### config.mk
export PLATFORM = sky130hd
export DESIGN_NAME = reg_dump_reader_flat
export DESIGN_NICKNAME = d
export VERILOG_FILES = /design/src/rtl/reg_dump_reader_if.sv /design/src/rtl/reg_dump_reader.sv /design/src/flat_wrapper.sv
export SDC_FILE = /design/constraint.sdc
export NUM_CORES = 1
export LEC_CHECK = 0
export BUFFER_PORTS_ARGS = -buffer_cell sky130_fd_sc_hd__buf_4
export CAP_MARGIN = 10
export CORE_ASPECT_RATIO = 0.7
export CORE_UTILIZATION = 43
export CTS_CLUSTER_DIAMETER = 30
export CTS_CLUSTER_SIZE = 16
export DETAILED_ROUTE_END_ITERATION = 8
export GPL_TIMING_DRIVEN = 0
export PLACE_DENSITY = 0.75
export SLEW_MARGIN = 20
export SYNTH_ARGS = -nofsm -noshare
export SYNTH_HDL_FRONTEND = slang
export SYNTH_SLANG_ARGS = --single-unit
### constraint.sdc
create_clock -name clk -period 1.8 [get_ports clk]
set_input_delay 0 -clock clk [delete_from_list [all_inputs] [get_ports clk]]
set_output_delay 0 -clock clk [all_outputs]
set_load 0.03 [all_outputs]
### src/rtl/reg_dump_reader_if.sv
// reg_dump_reader_if: (index, data) beat stream leaving the register dump reader.
// master drives valid/idx/data/last and samples ready; slave is the consumer.
interface reg_dump_reader_if #(
  parameter int ADDR_W = 5,
  parameter int DATA_W = 32
);
  logic              out_valid;
  logic              out_ready;
  logic [ADDR_W-1:0] out_idx;
  logic [DATA_W-1:0] out_data;
  logic              out_last;

  modport master (
    output out_valid,
    output out_idx,
    output out_data,
    output out_last,
    input  out_ready
  );

  modport slave (
    input  out_valid,
    input  out_idx,
    input  out_data,
    input  out_last,
    output out_ready
  );
endinterface

### src/rtl/reg_dump_reader.sv
// reg_dump_reader: walks register indices 0..NUM_REGS-1 through the register
// file read port and emits each value as an (index, data) beat.
// Ports: clk, rst (sync, active high), start, busy, done (1-cycle pulse),
//   rf_read_reg/rf_read_data (register file read port), beat_count,
//   dump (reg_dump_reader_if.master: out_valid/ready/idx/data/last).
// Option: define REG_DUMP_SKIP_ZERO_EN to drop beats for zero registers;
//   done is then the only reliable end-of-dump marker.
module reg_dump_reader #(
  parameter int NUM_REGS = 32,
  parameter int ADDR_W   = 5,
  parameter int DATA_W   = 32
) (
  input  logic              clk,
  input  logic              rst,
  input  logic              start,
  output logic              busy,
  output logic              done,
  output logic [ADDR_W-1:0] rf_read_reg,
  input  logic [DATA_W-1:0] rf_read_data,
  output logic [ADDR_W:0]   beat_count,
  reg_dump_reader_if.master dump
);

`ifdef REG_DUMP_SKIP_ZERO_EN
  localparam bit SKIP_ZERO = 1'b1;
`else
  localparam bit SKIP_ZERO = 1'b0;
`endif

  localparam logic [ADDR_W-1:0] LAST =
    ADDR_W'(NUM_REGS - 1);

  typedef enum logic [1:0] {
    IDLE,
    READ,
    SEND,
    FIN
  } state_t;

  state_t            state;
  logic [ADDR_W-1:0] ptr;

  // rf_read_reg is loaded with the next index on the
  // edge entering READ, so it equals ptr during READ.
  always_ff @(posedge clk) begin
    if (rst) begin
      state          <= IDLE;
      ptr            <= '0;
      busy           <= 1'b0;
      done           <= 1'b0;
      rf_read_reg    <= '0;
      beat_count     <= '0;
      dump.out_valid <= 1'b0;
      dump.out_idx   <= '0;
      dump.out_data  <= '0;
      dump.out_last  <= 1'b0;
    end else begin
      done <= 1'b0;
      unique case (state)
        IDLE: begin
          if (start) begin
            ptr         <= '0;
            beat_count  <= '0;
            rf_read_reg <= '0;
            busy        <= 1'b1;
            state       <= READ;
          end
        end
        READ: begin
          if (SKIP_ZERO && rf_read_data == '0) begin
            if (ptr == LAST) begin
              done  <= 1'b1;
              state <= FIN;
            end else begin
              ptr         <= ptr + 1'b1;
              rf_read_reg <= ptr + 1'b1;
            end
          end else begin
            dump.out_idx   <= ptr;
            dump.out_data  <= rf_read_data;
            dump.out_valid <= 1'b1;
            dump.out_last  <= (ptr == LAST);
            state          <= SEND;
          end
        end
        SEND: begin
          if (dump.out_ready) begin
            dump.out_valid <= 1'b0;
            dump.out_last  <= 1'b0;
            beat_count     <= beat_count + 1'b1;
            if (ptr == LAST) begin
              done  <= 1'b1;
              state <= FIN;
            end else begin
              ptr         <= ptr + 1'b1;
              rf_read_reg <= ptr + 1'b1;
              state       <= READ;
            end
          end
        end
        FIN: begin
          busy        <= 1'b0;
          rf_read_reg <= '0;
          state       <= IDLE;
        end
        default: state <= IDLE;
      endcase
    end
  end

endmodule

### src/flat_wrapper.sv
// flat-port wrapper written by rule: the top's interface ports become plain ports
module reg_dump_reader_flat 
#(
  parameter int NUM_REGS = 32,
  parameter int ADDR_W   = 5,
  parameter int DATA_W   = 32
)
  (clk, rst, start, busy, done, rf_read_reg, rf_read_data, beat_count, dump_out_valid, dump_out_idx, dump_out_data, dump_out_last, dump_out_ready);
  reg_dump_reader_if #(.ADDR_W(ADDR_W), .DATA_W(DATA_W)) dump_i ();
  input  logic clk;
  input  logic rst;
  input  logic start;
  output logic busy;
  output logic done;
  output logic [ADDR_W-1:0] rf_read_reg;
  input  logic [DATA_W-1:0] rf_read_data;
  output logic [ADDR_W:0] beat_count;
  output wire logic [$bits(dump_i.out_valid)-1:0] dump_out_valid;
  output wire logic [$bits(dump_i.out_idx)-1:0] dump_out_idx;
  output wire logic [$bits(dump_i.out_data)-1:0] dump_out_data;
  output wire logic [$bits(dump_i.out_last)-1:0] dump_out_last;
  input wire logic [$bits(dump_i.out_ready)-1:0] dump_out_ready;
  assign dump_out_valid = dump_i.out_valid;
  assign dump_out_idx = dump_i.out_idx;
  assign dump_out_data = dump_i.out_data;
  assign dump_out_last = dump_i.out_last;
  assign dump_i.out_ready = dump_out_ready;
  reg_dump_reader #(.NUM_REGS(NUM_REGS), .ADDR_W(ADDR_W), .DATA_W(DATA_W)) u_core (.clk(clk), .rst(rst), .start(start), .busy(busy), .done(done), .rf_read_reg(rf_read_reg), .rf_read_data(rf_read_data), .beat_count(beat_count), .dump(dump_i));
endmodule
==> impl_summary.txt <==
----------------------------------------------------
[Status]
  Run status ... finished clean

[GRT]
  Overall routing resource usage ... 0.229
  Number of antenna violations at the first check in global routing ... 0
  Global-route congestion overflow total ... 0
  Vias in the first global route ... 2322
  Global-route wire length before repair ... 9.87 mm
  Pin count of the biggest net entering global routing ... 11

[Detailed routing]
  Count of nets left with antenna violations after detail routing ... 0
  Met2 WL ... 2.81 mm
  Vias after detailed routing ... 2307
  Highest routed metal layer ... met4
  DR DRC count ... 0
  Amount of wire on met3 after detailed routing ... 530 um
  Number of design-rule violations left by the first detailed-router iteration ... 85
  Wire length on met1 ... 2.71 mm
  Wirelength, routed ... ~6.1 mm
  Routed length per instance ... 12.7 um
  Drt first pass iters ... 4
  Detail-routed via count per cell ... 4.82

[Setup path]
  Critical-path cell with the highest stage delay ... sky130_fd_sc_hd__and4bb_2
  Worst flop-to-flop path startpoint ... u_core.ptr[1]
  Endpoint required time on the critical path ... approximately 2 ns
  Max Fanout on Critical Path ... 6
  Type of destination of the critical path ... register
  Largest stage delay on the critical path ... 0.37 ns
  Worst path top cell family by delay ... simple AND/OR/NAND/NOR gates
  Critical Path Start Type ... register
  Arrival time at the worst endpoint ... approximately 2 ns
  Critical path launch point ... u_core.ptr[1]
  Buffers plus inverters on the worst setup path ... 0
  R2r setup slk ... 0.06 ns
  Critical path, cell by cell ... ha_4 > and3_4 > ha_4 > and4bb_2 > nor3b_1 > a31oi_1 > a21oi_1
  CP most frequent cell ... sky130_fd_sc_hd__ha_4
  Classification of the worst setup path ... reg2reg

[STA]
  Transition time at the pin with the least slew margin ... 0.539 ns
  Hold Slack ... between 0.07 and 0.08 ns
  Count of final setup violators ... 0
  Final max-slew violation count ... 0
  Setup repair after global routing missed its margin ... yes
  Final worst path period share ... 0.969
  Post-route clock skew ... 0.00963 ns
  Least setup slack across all paths after layout ... ~0.056 ns
  Minimum clock period ... roughly 1.7 ns
  Worst slew margin relative to its limit ... 0.641
  Maximum clock frequency ... approximately 0.57 GHz
  Number of hold-slack violations in the final timing report ... 0

[Clock tree]
  Reg clk slew, reported paths ... 0.06 ns
  Number of buffers inserted during clock tree synthesis ... 9
  Skew-Pair Late Insertion Delay ... 0.33 ns
  Count of clock tree sinks ... slightly below 60
  Clock tree from TritonCTS ... done
  Number of levels the H-tree was split into ... 3
  Clock root buffer ... sky130_fd_sc_hd__clkbuf_8
  Max clock buf depth ... 2

[Yosys]
  Synth Area in Simple Gates ... 0.246
  Yosys synthesis warning count ... 0
  Leading post-synthesis cells by cell area ... sky130_fd_sc_hd__dfxtp_1 (52%), sky130_fd_sc_hd__nand2_1 (14%), sky130_fd_sc_hd__a21oi_1 (11%)
  List of most frequent post-synthesis cells ... sky130_fd_sc_hd__nand2_1 (85), sky130_fd_sc_hd__dfxtp_1 (59), sky130_fd_sc_hd__a21oi_1 (49)
  Largest area contributor in the netlist ... sky130_fd_sc_hd__dfxtp_1
  Compound-Gate Fraction of Synth Area ... 0.142
  Nets in the synthesized netlist ... 313
  Share of cell area taken by muxes after synthesis ... 0.0104
  Area of the mapped netlist ... 0.00228 mm^2
  Yosys reg bits ... 59
  Share of the synthesized area in the top cell type ... 0.518
  Post-synthesis cell type count ... 34
  Post-synth ARST share ... 0
  Sequential fraction of the synthesis area ... 0.518
  Most frequently used cell type in the post-synthesis netlist ... sky130_fd_sc_hd__nand2_1
  Arithmetic-cell share of the synthesized area counting full adders, half adders and majority gates ... 0.0220
  Main flop type after synthesis ... sky130_fd_sc_hd__dfxtp_1
  Largest family of logic cells by synthesized area ... simple AND/OR/NAND/NOR gates
  Synthesized area divided by synthesized cell count ... between 8 and 9 um^2
  Number of synthesized flops with an enable pin ... 0
  Synthesized instance count ... 273
  Fraction of synthesized cell area in xor and xnor cells ... 0.0231

[Pwr]
  Leakage ... 1.49 nW
  Worst voltage drop across the vdd grid ... around 0.44 mV
  Cell Pwr Density ... a little under 800 mW/mm^2

[Cells and area]
  Post-layout util ... 0.723
  Leading registers by flop count ... u_core.dump.out_data (32), u_core.beat_count (6)
  Largest reg by FF count ... u_core.dump.out_data
  Layout filler cell count ... 383
  Largest register FFs ... 32
  Final nets ... 447
  Growth of design area from synthesis to finish ... 56.6%
  Finished layout cell area ... between 0.003 and 0.004 mm^2
  Antenna cells ... 0
  Share of post-route cells with drive strength above 1 ... 0.310

[Floorplan]
  Std cell rows ... 21
  Die X ... 89.0 um
  Starting density of the core ... 0.461
  Floorplan die height ... 62.9 um
  Die area ... 0.00560 mm^2
  Core ar. ... 0.00494 mm^2
  Top-Level Pins ... 88

[Flow run]
  Max Cap Viol ... 0

[Placed design]
  Area post-placement ... 0.00301 mm^2
  RePlAce Congestion ... between 0.7 and 0.8
  Count of port buffers added during placement ... 86
  Place WS ... -0.159 ns
  HPWL after detailed placement ... between 3 and 4 mm

[Hold path]
  Worst min-delay path startpoint ... start
  Worst Hold Class ... in2reg

----------------------------------------------------
## repair_timing
| item | CTS | global route |
|---|---|---|
| pin swaps | 3 | 2 |
| buffers inserted | 1 | 3 |
| setup endpoints to repair | 10 | 7 |
| hold endpoints to repair | 33 | 0 |
| cloned | 0 | 0 |
| resized for setup | 11 | 2 |
| hold buffers | 33 | 0 |
## report_power, final
part / internal (mW) / leakage, nW / switching, mW / total [mW]
Sequential: 1.35 / 0.481 / 0.0277 / 1.38
Combinational: 0.218 / 0.929 / 0.265 / 0.484
Clock: 0.473 / 0.0815 / 0.472 / 0.946
Total: 2.05 / 1.49 / 0.765 / 2.81
## cell usage in the layout, fill, tap and decap left out, types with 2 or more instances in the layout
cell type	n
sky130_fd_sc_hd__dfxtp_4	2
sky130_fd_sc_hd__dlygate4sd3_1	33
sky130_fd_sc_hd__clkinv_2	4
sky130_fd_sc_hd__buf_4	90
sky130_fd_sc_hd__buf_2	7
sky130_fd_sc_hd__xnor2_1	4
sky130_fd_sc_hd__nor3_1	2
sky130_fd_sc_hd__dfxtp_1	57
sky130_fd_sc_hd__clkbuf_8	9
sky130_fd_sc_hd__ha_4	2
sky130_fd_sc_hd__ha_1	2
sky130_fd_sc_hd__and2b_2	2
sky130_fd_sc_hd__nor2b_1	4
sky130_fd_sc_hd__nand3_1	3
sky130_fd_sc_hd__clkbuf_1	9
sky130_fd_sc_hd__o21ai_0	4
sky130_fd_sc_hd__nand2b_1	3
sky130_fd_sc_hd__a21oi_1	48
sky130_fd_sc_hd__nand2_1	85
sky130_fd_sc_hd__xor2_1	2
sky130_fd_sc_hd__nor2_1	13
sky130_fd_sc_hd__buf_6	2
sky130_fd_sc_hd__nor3b_1	4
## kinds of logic (layout without fill, tap and decap cells)
logic type / count (synthesis) / after routing
and+or+nand+nor: 126 / 126
adders and majority gates: 4 / 4
muxes: 2 / 2
AOI/OAI and AO/OA: 59 / 59
xor gates and xnor gates: 6 / 6
buffers and inverters: 17 / 154
DFF: 59 / 59
## metal layers
metal | global-route usage | vias up
met5 | 0 | -
met4 | 0.0357 | 0
met3 | 0.104 | 2
met2 | 0.398 | 86
met1 | 0.262 | 1051
li1 | - | 1168
## through the flow
stage / cells / power (mW) / TNS, ns
2_1_floorplan: 273 / 1.66 / 0
6_report: 479 / 2.81 / 0
3_5_place_dp: 428 / 1.83 / -0.845
5_1_grt: 479 / 2.96 / -0.0495
3_3_place_gp: 428 / 1.82 / -0.733
4_1_cts: 476 / 2.84 / 0
## path summary, 6_finish.rpt
kind / cells after the start / to
setup / recovery: 7 / u_core.ptr[3]
hold / removal: 3 / u_core.state[0]
setup reg to reg: 7 / u_core.ptr[3]
hold reg to reg: 2 / u_core.rf_read_reg[4]
## worst min-delay path: cells and delay by family
family	cells	cell delay, ns
buffers and inverters	1	0.09
muxes	1	0.12
and+or+nand+nor	1	0.14
## final cells by class
type | instances | area (um^2) | area share
Multi-Input combinational cell | 197 | 1050 | 0.295
Timing Repair Buffer | 123 | 1010 | 0.282
Clock buffer | 10 | 128 | 0.0358
Clock inverter | 4 | 20.0 | 0.00561
Sequential cell | 59 | 1190 | 0.333
Tap cell | 69 | 86.3 | 0.0242
Buffer | 17 | 87.6 | 0.0245
No activity file was read; power rests on OpenSTA's default activity.
